<file path="src/rtl/alu_iter_mult.sv">
// Execute-stage ALU: one-cycle add/sub/and/or plus an
// iterative shift-add multiplier that stalls the pipe via busy_o.
module alu_iter_mult #(
  parameter int WIDTH = 32
) (
  input  logic             clk_i,
  input  logic             rst_i,
  input  logic             valid_i,
  input  logic [WIDTH-1:0] data1_i,
  input  logic [WIDTH-1:0] data2_i,
  input  logic [2:0]       ALUCtrl_i,
  output logic [WIDTH-1:0] data_o,
  output logic             zero_o,
  output logic             valid_o,
  output logic             busy_o
);

  localparam int CW = (WIDTH > 1) ? $clog2(WIDTH) : 1;

  localparam logic [2:0] OP_AND = 3'b000;
  localparam logic [2:0] OP_OR  = 3'b001;
  localparam logic [2:0] OP_ADD = 3'b010;
  localparam logic [2:0] OP_MUL = 3'b011;
  localparam logic [2:0] OP_SUB = 3'b110;

  typedef enum logic {
    IDLE,
    MUL
  } state_t;

  state_t           state;
  logic [CW-1:0]    counter;
  logic [WIDTH-1:0] mcand;
  logic [WIDTH-1:0] mplier;
  logic [WIDTH-1:0] acc;

  logic [WIDTH-1:0] alu_res;
  logic [WIDTH-1:0] acc_next;
  logic             is_mul;
  logic             last_iter;

  assign is_mul    = (ALUCtrl_i == OP_MUL);
  assign last_iter = (counter == CW'(WIDTH - 1));
  assign acc_next  = mplier[0] ? (acc + mcand) : acc;

  // Undefined codes fall through to add.
  always_comb begin
    alu_res = data1_i + data2_i;
    unique case (ALUCtrl_i)
      OP_SUB:  alu_res = data1_i - data2_i;
      OP_AND:  alu_res = data1_i & data2_i;
      OP_OR:   alu_res = data1_i | data2_i;
      default: alu_res = data1_i + data2_i;
    endcase
  end

  assign busy_o = (state == MUL) ||
                  (valid_i && is_mul);

  always_ff @(posedge clk_i or negedge rst_i) begin
    if (!rst_i) begin
      state   <= IDLE;
      counter <= '0;
      mcand   <= '0;
      mplier  <= '0;
      acc     <= '0;
      data_o  <= '0;
      zero_o  <= 1'b1;
      valid_o <= 1'b0;
    end else begin
      valid_o <= 1'b0;
      unique case (state)
        IDLE: begin
          if (valid_i && is_mul) begin
            mcand   <= data1_i;
            mplier  <= data2_i;
            acc     <= '0;
            counter <= '0;
            state   <= MUL;
          end else if (valid_i) begin
            data_o  <= alu_res;
            zero_o  <= (alu_res == '0);
            valid_o <= 1'b1;
          end
        end
        MUL: begin
          acc     <= acc_next;
          mcand   <= mcand << 1;
          mplier  <= mplier >> 1;
          counter <= counter + CW'(1);
          // Fixed WIDTH iterations; no early exit.
          if (last_iter) begin
            data_o  <= acc_next;
            zero_o  <= (acc_next == '0);
            valid_o <= 1'b1;
            counter <= '0;
            state   <= IDLE;
          end
        end
        default: state <= IDLE;
      endcase
    end
  end

endmodule

</file>
<file path="config.mk">
export PLATFORM = sky130hd
export DESIGN_NAME = alu_iter_mult
export DESIGN_NICKNAME = d
export VERILOG_FILES = /design/src/rtl/alu_iter_mult.sv
export SDC_FILE = /design/constraint.sdc
export NUM_CORES = 1
export LEC_CHECK = 0
export BUFFER_PORTS_ARGS = -buffer_cell sky130_fd_sc_hd__buf_2
export CAP_MARGIN = 20
export CORE_MARGIN = 2
export CORE_UTILIZATION = 42
export CTS_BUF_LIST = sky130_fd_sc_hd__clkbuf_2 sky130_fd_sc_hd__clkbuf_4 sky130_fd_sc_hd__clkbuf_8
export DETAILED_ROUTE_END_ITERATION = 10
export PLACE_DENSITY = 0.59
export SYNTH_ARGS = -nofsm -noshare
export SYNTH_HDL_FRONTEND = slang
export SYNTH_SLANG_ARGS = --single-unit
</file>
<file path="constraint.sdc">
create_clock -name clk_i -period 9.8 [get_ports clk_i]
set_input_delay 0 -clock clk_i [delete_from_list [all_inputs] [get_ports clk_i]]
set_output_delay 0 -clock clk_i [all_outputs]
set_load 0.05 [all_outputs]
</file>
==> summary.md <==
| Metric | Value |
|---|---|
| PD cells | `245 mW/mm2` |
| Yosys warns | `0` |
| Grt ovf | `0` |
| CTS tree | `done` |
| DIE HEIGHT | `170 um` |
| Drt pass-1 iters | `6` |
| Mean Syn Cell Area | `7.96 um2` |
| Largest area contributor in the netlist | `dfrtp_1` |
| Root buffer cell | `clkbuf_8` |
| Worst-Margin Slew | `972 ps` |
| Dpl cells | `1860` |
| Final Skew | `30.9 ps` |
| Die area | `0.0291 mm2` |
| HPWL Detailed | `27.5 mm` |
| GPL Wtd Cong | `0.875` |
| Max incr delay on CP | `530 ps` |
| First-pass GRT wire length | `59.5 mm` |
| Worst path top cell family by delay | `simple AND/OR/NAND/NOR gates` |
| Worst-path cell chain | `dlygate4sd3_1 -> buf_2 -> or3_1 -> or3_4 -> or3_1 -> or2_1 -> or4_1 -> nor2_1 -> nand2_1 -> o41ai_1 -> xor2_1 -> ha_1 -> a21o_1 -> a21o_1 -> a21o_1 -> a21o_1 -> a21oi_1 -> a31oi_1 -> o41a_2 -> nand4_1 -> a2111oi_0 -> or4b_1 -> a21oi_1` |
| Final instance area | `0.0134 mm2` |
| R2r setup slk | `5530 ps` |
| Initial antenna violation count | `1` |
| NumNets Final | `1708` |
| MaxCap Viol Count | `0` |
| CTS buffer count | `17` |
| Startpoint types | `input port` |
| CTS H-Tree Depth | `4` |
| Number of port buffers | `104` |
| Mapped Nets | `1601` |
| Final hold viol count | `0` |
| Top-area cell type share of the netlist area | `0.290` |
| Crit path time final | `5710 ps` |
| Setup TNS | `0 ps` |
| Post-synth EDFFs | `0` |
| Initial Util | `0.430` |
| Fmax | `0.175 GHz` |
| Post-Route WL | `37.5 mm` |
| Top cell by count, worst path | `a21o_1` |
| Tcrit/Tclk final | `0.582` |
| Via count | `11400` |
| Layout cell share with drive strength beyond 1 | `0.116` |
| Vias per cell | `5.84` |
| Clock latency on the worst-skew pair | `480 ps` |
| Final hold slack | `40.0 ps` |
| Async SR Flop Fraction | `1.00` |
| Clock Sink Count | `136` |
| Crit-path max FO | `5` |
| Max-slew violations | `0` |
| Longest Clk Path Bufs | `2` |
| Post-DP Area | `0.0124 mm2` |
| IO Count | `105` |
| Initial DRC Count | `897` |
| Vias in the first global route | `10800` |
| Final ANT Viol Nets | `0` |
| Cell count after synthesis | `1462` |
| DR DRC count | `0` |
| Post-CTS Setup Repair Bufs | `0` |
| Final setup fails | `0` |
| Slew HR | `0.352` |
| Status | `finished, final reports clean` |
| P&R area growth vs syn | `15.2%` |
| Hold Crit Class | `input port to flop` |
| Maximum vdd drop | `0.118 mV` |
| Tot GR Track Use | `0.261` |
| DR WL/cell | `19.2 um` |
| Critical path buffers and inverters | `2` |
| Unrepaired setup endpoints after global routing | `false` |
| Slowest cell on the critical path | `or4b_1` |
| Width of the die | `170 um` |
| Post-Layout Cell Count | `1955` |
| Pwr Total | `3280 uW` |
| Yosys reg bits | `136` |
| Top_reg_cell synth | `dfrtp_1` |
| CP Capture Type | `flop` |
| Seq/Total Area, Yosys | `0.292` |
| Worst Setup Path Type | `input port to flop` |
| Critical Path AT | `6090 ps` |
| Synth unique cells | `85` |
| Required time of the critical path | `10190 ps` |
| Core ar. | `0.0271 mm2` |
| Synthesized cell area | `0.0116 mm2` |
| Clk slew on worst S/H paths | `90 ps` |
| Pin count of the biggest net entering global routing | `111` |
| Pleak | `0.00622 uW` |
| Area contributors post-synth | `dfrtp_1 29%, nand2_1 7.3%, ha_1 7.2%, mux2i_1 6.4%, o21ai_0 5.8%` |
| Floorplan row count | `60` |
==> where the power goes <==
part / internal [uW] / total (uW) / leakage, uW / switching, uW
registers: 774 / 986 / 0.00174 / 212
logic: 625 / 1810 / 0.00428 / 1180
clock network: 230 / 485 / 0.000197 / 255
total: 1630 / 3280 / 0.00622 / 1650
==> kinds of logic after synthesis <==
| logic type | share of synthesized area |
|---|---|
| AOI/OAI and AO/OA | 0.253 |
| xor gates and xnor gates | 0.0444 |
| adders and majority gates | 0.0918 |
| buffers and inverters | 0.0407 |
| DFF | 0.292 |
| muxes | 0.0723 |
| and+or+nand+nor | 0.205 |
==> timing repair <==
item | CTS | global route
hold buffers | 62 | 0
hold endpoints to repair | 122 | 0
gates resized for setup | 0 | 0
==> layout by cell type, fill, tap and decap left out, drive strengths merged, types with 31 or more instances in the layout <==
cell type and instances:
nand2 227, o21ai 142, dfrtp 135, buf 115
a21oi 107, nor2 101, mux2i 74, ha 67
dlygate4sd3 62, inv 39, xnor2 35, a21o 32
nor3 31
==> cell type report <==
cell class | instances | area [um2]
Antenna cell | 1 | 2.50
Inverter | 36 | 135
Tap cell | 372 | 465
Fill cell | 2733 | 13700
Clock inverter | 14 | 148
Timing Repair Buffer | 177 | 1230
Multi-Input combinational cell | 1201 | 7780
Sequential cell | 136 | 3410
Clock buffer | 18 | 241
==> sequential cells by signal (all words and copies together), names as in the netlist <==
name,flops
zero_o,1
mcand,32
mplier,32
data_o,32
state,1
counter,5
valid_o,1
acc,32
==> cells in the mapped netlist, types with 9 or more instances <==
cell,n
nand4_1,18
ha_1,67
o21a_1,23
a31oi_1,21
a21o_1,32
o21ai_0,135
nand2_1,226
nor3_1,30
nor2b_1,12
nor2_1,101
dfrtp_1,135
clkbuf_1,75
buf_1,12
a21oi_1,107
maj3_1,19
nand2b_1,10
o31ai_1,18
xor2_1,24
inv_1,35
o21bai_1,9
mux2_2,9
mux2i_1,74
or3_1,11
o211ai_1,17
and3_1,13
nand3_1,26
xnor2_1,35
a211oi_1,19
==> routing by layer <==
| layer | share of wire | up-vias | track usage | wire length (um) |
|---|---|---|---|---|
| met1 | 0.50 | 5452 | 0.391 | 18800 |
| met5 | 0 | - | 0 | 0 |
| li1 | - | 5564 | - | - |
| met3 | 0.054 | 51 | 0.0363 | 2020 |
| met2 | 0.42 | 350 | 0.392 | 15900 |
| met4 | 0.021 | 0 | 0.0743 | 801 |
==> per-stage QoR <==
step                      worst slack, ps  utilization
after floorplan                      4770            -
after global placement               4230        0.457
after detailed placement             4200        0.457
after CTS                            4130        0.495
after global routing                 3690        0.495
final                                4090        0.495
==> worst register-to-register path: stages, from the launching register on <==
cell and delay [ps]:
dfrtp_1 410, ha_1 240, fa_1 410, a21o_1 240, a221oi_1 440, nor3_2 150
o21ai_1 610, o311ai_1 310, nand3_1 160, a31oi_1 210, or4_1 540, nor4_1 320
a21oi_1 80, o31ai_1 80
==> worst paths after layout <==
check                                       from                      to  cells past startpoint
min in group asynchronous                  rst_i   mplier[3]$_DFFE_PN0P_                      2
min                                   data1_i[1]    mcand[1]$_DFFE_PN0P_                      5
max                                   data2_i[6]  data_o[31]$_DFFE_PN0P_                     23
max in group asynchronous                  rst_i         state$_DFF_PN0_                      3
min reg2reg                data_o[5]$_DFFE_PN0P_   data_o[5]$_DFFE_PN0P_                      2
max reg2reg                 mcand[0]$_DFFE_PN0P_      zero_o$_DFFE_PN1P_                     13
No activity file was read; power rests on OpenSTA's default activity.
